===== src/rtl/fetch_pkg.sv =====
// fetch_pkg: shared defaults, queue entry layout and FSM state encoding for the fetch queue.
package fetch_pkg;
  localparam int FQ_DEPTH = 4;
  localparam logic [63:0] FQ_RESET_PC = 64'h0;
  typedef struct packed {
    logic [63:0] pc;
    logic [31:0] inst;
  } fq_entry_t;
  typedef enum logic {BOOT, RUN} fq_state_t;
endpackage


===== src/rtl/fetch_fifo.sv =====
// fetch_fifo: circular instruction buffer with push, pop, flush-clear and occupancy count.
module fetch_fifo
  import fetch_pkg::*;
#(
  parameter int DEPTH = FQ_DEPTH
) (
  input  logic                     clk,
  input  logic                     rst_n,
  input  logic                     push_i,
  input  logic                     pop_i,
  input  logic                     clear_i,
  input  logic [63:0]              pc_i,
  input  logic [31:0]              inst_i,
  output logic [63:0]              pc_o,
  output logic [31:0]              inst_o,
  output logic [$clog2(DEPTH):0]   count_o
);
  localparam int AW = $clog2(DEPTH);
  localparam int CW = AW + 1;
  fq_entry_t mem_q [DEPTH];
  logic [AW-1:0] head_q, head_d, tail_q, tail_d;
  logic [CW-1:0] count_q, count_d;
  always_comb begin
    head_d  = clear_i ? tail_q : head_q + AW'(pop_i);
    tail_d  = (push_i && !clear_i) ? tail_q + AW'(1) : tail_q;
    count_d = clear_i ? '0 : count_q + CW'(push_i) - CW'(pop_i);
  end
  // Storage is reset so the head outputs read zero straight out of reset.
  always_ff @(posedge clk or negedge rst_n) begin
    if (!rst_n) begin
      for (int i = 0; i < DEPTH; i++) mem_q[i] <= '0;
      head_q  <= '0;
      tail_q  <= '0;
      count_q <= '0;
    end else begin
      if (push_i && !clear_i) mem_q[tail_q] <= '{pc: pc_i, inst: inst_i};
      head_q  <= head_d;
      tail_q  <= tail_d;
      count_q <= count_d;
    end
  end
  assign pc_o    = mem_q[head_q].pc;
  assign inst_o  = mem_q[head_q].inst;
  assign count_o = count_q;
endmodule


===== src/rtl/fetch_queue.sv =====
// fetch_queue: credit-based instruction prefetcher feeding IF/ID through a small queue.
module fetch_queue
  import fetch_pkg::*;
#(
  parameter int          DEPTH    = FQ_DEPTH,
  parameter logic [63:0] RESET_PC = FQ_RESET_PC
) (
  input  logic        clk,
  input  logic        rst_n,
  input  logic        redirect_i,
  input  logic [63:0] redirect_pc_i,
  output logic        imem_req_o,
  output logic [63:0] imem_addr_o,
  input  logic [31:0] imem_rdata_i,
  output logic        dec_valid_o,
  input  logic        dec_ready_i,
  output logic [63:0] dec_pc_o,
  output logic [31:0] dec_inst_o
);
  localparam int CW = $clog2(DEPTH) + 1;
  fq_state_t state_q, state_d;
  logic [63:0] fpc_q, fpc_d, pend_pc_q, pend_pc_d;
  logic pend_q, pend_d, push, pop;
  logic [CW-1:0] count;
  // The in-flight request holds a slot, so a full queue never sees a push.
  always_comb begin
    imem_req_o = (state_q == RUN) && !redirect_i && ((count + CW'(pend_q)) < CW'(DEPTH));
    push       = pend_q && !redirect_i;
    pop        = dec_valid_o && dec_ready_i && !redirect_i;
    state_d    = RUN;
    fpc_d      = redirect_i ? redirect_pc_i : imem_req_o ? fpc_q + 64'd4 : fpc_q;
    pend_d     = imem_req_o;
    pend_pc_d  = imem_req_o ? fpc_q : pend_pc_q;
  end
  always_ff @(posedge clk or negedge rst_n) begin
    if (!rst_n) begin
      state_q   <= BOOT;
      fpc_q     <= RESET_PC;
      pend_q    <= 1'b0;
      pend_pc_q <= '0;
    end else begin
      state_q   <= state_d;
      fpc_q     <= fpc_d;
      pend_q    <= pend_d;
      pend_pc_q <= pend_pc_d;
    end
  end
  fetch_fifo #(.DEPTH(DEPTH)) u_fifo (
    .clk     (clk),
    .rst_n   (rst_n),
    .push_i  (push),
    .pop_i   (pop),
    .clear_i (redirect_i),
    .pc_i    (pend_pc_q),
    .inst_i  (imem_rdata_i),
    .pc_o    (dec_pc_o),
    .inst_o  (dec_inst_o),
    .count_o (count)
  );
  assign dec_valid_o = count != '0;
  assign imem_addr_o = fpc_q;
endmodule

===== config.mk =====
export PLATFORM = sky130hd
export DESIGN_NAME = fetch_queue
export DESIGN_NICKNAME = d
export VERILOG_FILES = /design/src/rtl/fetch_pkg.sv /design/src/rtl/fetch_fifo.sv /design/src/rtl/fetch_queue.sv
export SDC_FILE = /design/constraint.sdc
export NUM_CORES = 1
export LEC_CHECK = 0
export BUFFER_PORTS_ARGS = -buffer_cell sky130_fd_sc_hd__buf_2
export CAP_MARGIN = 15
export CORE_UTILIZATION = 57
export CTS_BUF_LIST = sky130_fd_sc_hd__clkbuf_8
export DETAILED_ROUTE_END_ITERATION = 8
export PLACE_DENSITY = 0.84
export SLEW_MARGIN = 10
export SYNTH_ARGS = -nofsm -noshare
export SYNTH_HDL_FRONTEND = slang
export SYNTH_SLANG_ARGS = --single-unit
export TNS_END_PERCENT = 10

===== constraint.sdc =====
create_clock -name clk -period 2.6 [get_ports clk]
set_clock_uncertainty 0.1 [all_clocks]
set_input_delay 0.26 -clock clk [delete_from_list [all_inputs] [get_ports clk]]
set_output_delay 0.26 -clock clk [all_outputs]
set_load 0.02 [all_outputs]

## Word level (Yosys, flattened, before mapping)

Index checks and enable logic that the tools add are counted.

- Register bits after elaboration: 521

- $lt $le $gt $ge: 4
- Add/sub/neg operators: 6
- Mux-type cells: 10
- Bitwise gates (word level): 2
- Reduce and logical (&&, ||, !) cells: 10

Operators with widths:

| cell | count |
|---|---|
| $bwmux 384 | 1 |
| $mux 96 | 3 |
| $bmux 96 s2 | 1 |
| $demux 96 s2 | 1 |
| $mux 64 | 2 |
| $add 64x3->64 const B | 1 |
| $logic_and 1x1->1 | 7 |
| $add 3x1->3 | 2 |
| $ge 3x3->1 const B | 2 |
| $not 2->3 | 2 |
| $lt 3x1->1 const B | 1 |
| $lt 3x3->1 const B | 1 |
| $mux 3 | 1 |
| $reduce_bool 3->1 | 1 |
| $sub 3x1->3 | 1 |
| $add 2x1->2 | 1 |
| $add 2x1->2 const B | 1 |
| $mux 2 | 1 |
| $reduce_bool 2->1 | 1 |
| $logic_not 1->1 | 1 |

## Logic depth before layout (Yosys ltp)

- Depth after elaboration: 6
- Mapped depth: 10
- Gate-level depth less buffers: 9

## Hierarchy

Synthesis repeated with hierarchy kept, for this count alone.

- Cells, all modules: 1695
- Area total of the unflattened synthesis: 23809.1 sq um

By module, submodules not included:

| module | area an instance (sq um) | times used | sequential area each (sq um) | cells an instance |
|---|---|---|---|---|
| fetch_fifo | 17481.8 | 1 | 9784.4 | 963 |
| fetch_queue | 6327.3 | 1 | 3253.1 | 732 |

## Least setup slack after synthesis

OpenSTA, ideal clock, no wires.

- Path type: reg-to-reg
- From: register fpc_q[4], in the netlist imem_addr_o[4]
- To: register fpc_q[59], in the netlist imem_addr_o[59]
- Stages on the path, launching flop included: 7
- Path slack: 0.159 ns
- Path buffers: 1
- Setup time: 0.082 ns
- Period minus slack after synthesis: 2.441 ns
- Arrival: 2.259 ns
- Path through: dfrtp_1 and4_1 nand4_1 or4_4 buf_6 or4_1 a31oi_1

- Cells in the longest elaborated chain, start to end: 3

RTL lines:

| item | RTL line | text |
|---|---|---|
| start, declared | fetch_queue.sv:22 | `logic [63:0] fpc_q, fpc_d, pend_pc_q, pend_pc_d;` |
| start signal, assigned | fetch_queue.sv:43 | `fpc_q <= fpc_d;` |
| $add 64x3->64 | fetch_queue.sv:31 | `fpc_d = redirect_i ? redirect_pc_i : imem_req_o ? fpc_q + 64'd4 : fpc_q;` |
| $mux 64 (2 in a row) | fetch_queue.sv:31 |  |

No other way between the ends. The select of a mux whose other input is x is not followed.
A chain may end at the register's enable or synchronous reset.

## Worst setup path in the final report

- From: register u_fifo.head_q[0]
- To: output dec_pc_o[16]

- Cells in the longest elaborated chain, start to end: 4

RTL lines:

| item | RTL line | text |
|---|---|---|
| start, declared | fetch_fifo.sv:21 | `logic [AW-1:0] head_q, head_d, tail_q, tail_d;` |
| start signal, assigned | fetch_fifo.sv:32 | `head_q <= '0;` |
| start signal, assigned | fetch_fifo.sv:37 | `head_q <= head_d;` |
| $not 2->3 (not written as such) | fetch_fifo.sv:42 | `assign pc_o = mem_q[head_q].pc;` |
| $bmux 96 s2 | fetch_fifo.sv:42 |  |
| $mux 96 (not written as such) (2 in a row) | fetch_fifo.sv:42 |  |
| end, declared | fetch_queue.sv:17 | `output logic [63:0] dec_pc_o,` |

No other way between the ends. The select of a mux whose other input is x is not followed.

==> flow_summary.ini <==
[sta]
layout_worst_path_cycle_share_pct = 100
worstMarginPinSlew_ps = 642
post-route-worst-setup-slack_ps = -6.11
slew_violations = 0
setup_viol = 2
period_needed_ps = 2610
holdWs_ps = 67.2
slew_headroom_pct = 57.2
fmax_ghz = 0.384
rsz0062_at_grt = true
hold_viol = 0

[logic_synthesis]
synth_nets = 1683
ys_top_cells_by_area = dfrtp_1 (56%), mux2_2 (22%), mux4_2 (9.4%)
yosysTopAreaCellShare_pct = 56.4
ys_seq_area_share_pct = 56.4
synth.distinct_cells = 40
postSynth.asyncResetShare_pct = 100
yosys.area.top_type = dfrtp_1
yosysWarnings = 0
synth-edff-count = 0
ys_seq_elements = 521
netlist_instances = 1576
syn_area_um2 = 23100
synth_area_per_cell_um2 = 14.7
synthFlopType = dfrtp_1

[die]
core_um2 = 39800
die_h_um = 203
io_pins = 262
die-area_um2 = 41300
initial_core_util_pct = 58.0
rows = 73
die_w_um = 203

[power_and_ir_drop]
combinationalPowerShare_pct = 38.1
clockPowerShare_pct = 21.0
p_int_uw = 22400
seqPwrFrac_pct = 40.9
finalPower_uw = 34100
power_density_nw_per_um2 = 1190
switching_power_uw = 11700
power_leakage_uw = 0.0128
switching_share_pct = 34.3
ir_drop_mv = 0.971

[routing]
wl_per_cell_um = 23.7
wl_mm = 61.6
postRouteAntennaNets = 0
dr.first_iter.drc_count = 1108
drc = 0
via_per_inst = 6.12
vias = 15900
drt-pass1-iter-count = 6

[placement]
dp_hpwl_mm = 38.2
globalplace.congestion = 0.920
pre_cts_ws_ps = 153
port_buffers = 261
postPlaceCellArea_um2 = 25600

[critical_path]
worst_path_max_delay_cell = mux4_2
path_max_fanout = 23
crit_required_ps = 2240
start_kind = flip-flop
cp_top_family = multiplexers
crit_chain = buf_16, mux4_2, buf_2
slowest_delay_ps = 590
crit_path_end_kind = primary output
cp.arrival_ps = 2250
worstSetupPathType = reg -> out
cp_num_buf_inv = 2

[global_routing]
track_usage_pct = 30.1
antenna_found_initial = 1
grt_overflow = 0
grt_pass1_vias = 17000
grt_max_degree = 88
grt_pass1_wl_mm = 95.3

[run]
maxCapViolations = 0

[run_status]
status = complete, but fails checks
failed_checks = setup timing

[clock_tree]
cts.reportedPaths.clkPinSlew_ps = 60
cts_buffers = 86
cts_root_buffer = clkbuf_8
cts.htree.levels = 3
clock-sinks = 521
clockBufferDepth = 3
clock_latency_ps = 660
cts_tree = yes

[worst_hold_path]
hold_class = in -> async

[layout]
fin_nets = 2117
utilization_pct = 71.9
drive_gt1_share_pct = 49.9
stdcell_area_um2 = 28600
area_delta_synth_final_pct = 23.9
-- per-layer routing --
layer,part of all wire [%],wire [um],GRT usage (%),up-vias
met3,7.9,4840,7.27,155
li1,-,-,-,6799
met5,0,0,0,-
met2,50,30500,49.2,702
met1,39,23800,38.0,8234
met4,4.0,2450,14.1,0
-- path summary, 6_finish.rpt --
kind | start | end | slack (ps) | cells past startpoint
max in group asynchronous | rst_n | imem_addr_o[12] | 1420 | 3
worst min register to register | u_fifo.mem_q[119] | u_fifo.mem_q[119] | 400 | 1
worst min-delay path | rst_n | u_fifo.mem_q[293] | 70 | 2
worst max register to register | imem_addr_o[14] | imem_addr_o[63] | 130 | 5
worst max-delay path | u_fifo.head_q[0] | dec_pc_o[16] | -6 | 3
min in group clk | redirect_pc_i[15] | imem_addr_o[15] | 270 | 4
-- flip-flops by register name (all words and copies together), names as in the netlist --
name / count
pend_q: 1
pend_pc_q: 64
u_fifo.tail_q: 2
u_fifo.mem_q: 384
state_q: 1
u_fifo.head_q: 2
u_fifo.count_o: 3
imem_addr_o: 64
-- area by class of cell --
class / count / area (um^2)
diodes: 1 / 2.50
clock buffers: 107 / 1470
clock inverters: 41 / 241
fillers: 2487 / 11200
inverters: 16 / 60.1
multi-input cells: 944 / 9670
flip-flops and latches: 521 / 13000
well taps: 525 / 657
repair buffers: 441 / 3470
-- power groups by stage --
| stage | combinational (uW) | clock, uW | sequential, uW |
|---|---|---|---|
| floorplan | 8580 | 0 | 13100 |
| finish | 13000 | 7160 | 13900 |
| detailed placement | 12000 | 0 | 13800 |
| CTS | 12500 | 7260 | 13700 |
| global route | 13700 | 7640 | 14300 |
| global placement | 11600 | 0 | 13500 |
-- cell usage after synthesis (all sizes together) (2+ instances only) --
library cell  number
nor2              42
or4               22
inv               16
o211ai             6
or3               16
ha                 6
xor2              14
mux2             451
nand2             61
and4               7
mux4              96
a31oi             30
nor2b              3
buf               43
o21ai             41
a31o               2
or2                4
xnor2             20
nand4b             2
and3               9
nand4             37
mux2i              2
o31ai             18
clkbuf            52
nand3             23
nor3               9
dfrtp            521
and2               3
nor4              15
-- worst register-to-register path: cells and delay by family, from the launching register on --
family           cells  cell delay (ps)
AND/OR/NAND/NOR      4             1630
flip-flops           1              460
AO/OA/AOI/OAI        1              160
-- cell usage in the layout, fill, tap and decap left out, drive strengths merged, types with 3 or more instances in the layout --
master       instances
clkinv              14
buf                336
dlygate4sd3        102
xnor2               20
o31ai               18
nor2                42
and2                 3
or3                 16
or2                  4
ha                   6
nor2b                3
mux4                96
nand3               23
a31oi               30
nand4               37
o21ai               41
xor2                14
clkbuf             109
o211ai               6
and4                 7
nor3                 9
dfrtp              521
inv                 39
or4                 22
mux2               451
and3                 9
nor4                15
nand2               61
-- through the flow --
step,cells,TNS [ps]
after floorplan,1576,0
after global placement,2340,0
after detailed placement,2340,0
after CTS,2591,-4810
after global routing,2596,-4060
final,2596,-6.84
-- kinds of logic (layout without fill, tap and decap cells) --
group | count (synthesis) | in the layout | share of synthesized area (%)
adders and majority gates | 7 | 7 | 0.412
other | 1 | 2 | 0.0162
and+or+nand+nor | 254 | 254 | 5.88
AOI/OAI and AO/OA | 99 | 99 | 2.63
DFF | 521 | 521 | 56.4
xor gates and xnor gates | 34 | 34 | 1.29
buffers and inverters | 111 | 605 | 1.87
muxes | 549 | 549 | 31.5
-- timing repair --
| item | in CTS | in global routing |
|---|---|---|
| hold buffers | 102 | 0 |
| pin swaps | 0 | 2 |
| cloned | 1 | 2 |
| endpoints found under the setup margin | 97 | 102 |
| buffers inserted | 0 | 2 |
| resized for setup | 33 | 33 |
| endpoints found under the hold margin | 557 | 0 |
Power figures use the tool's default switching activity.
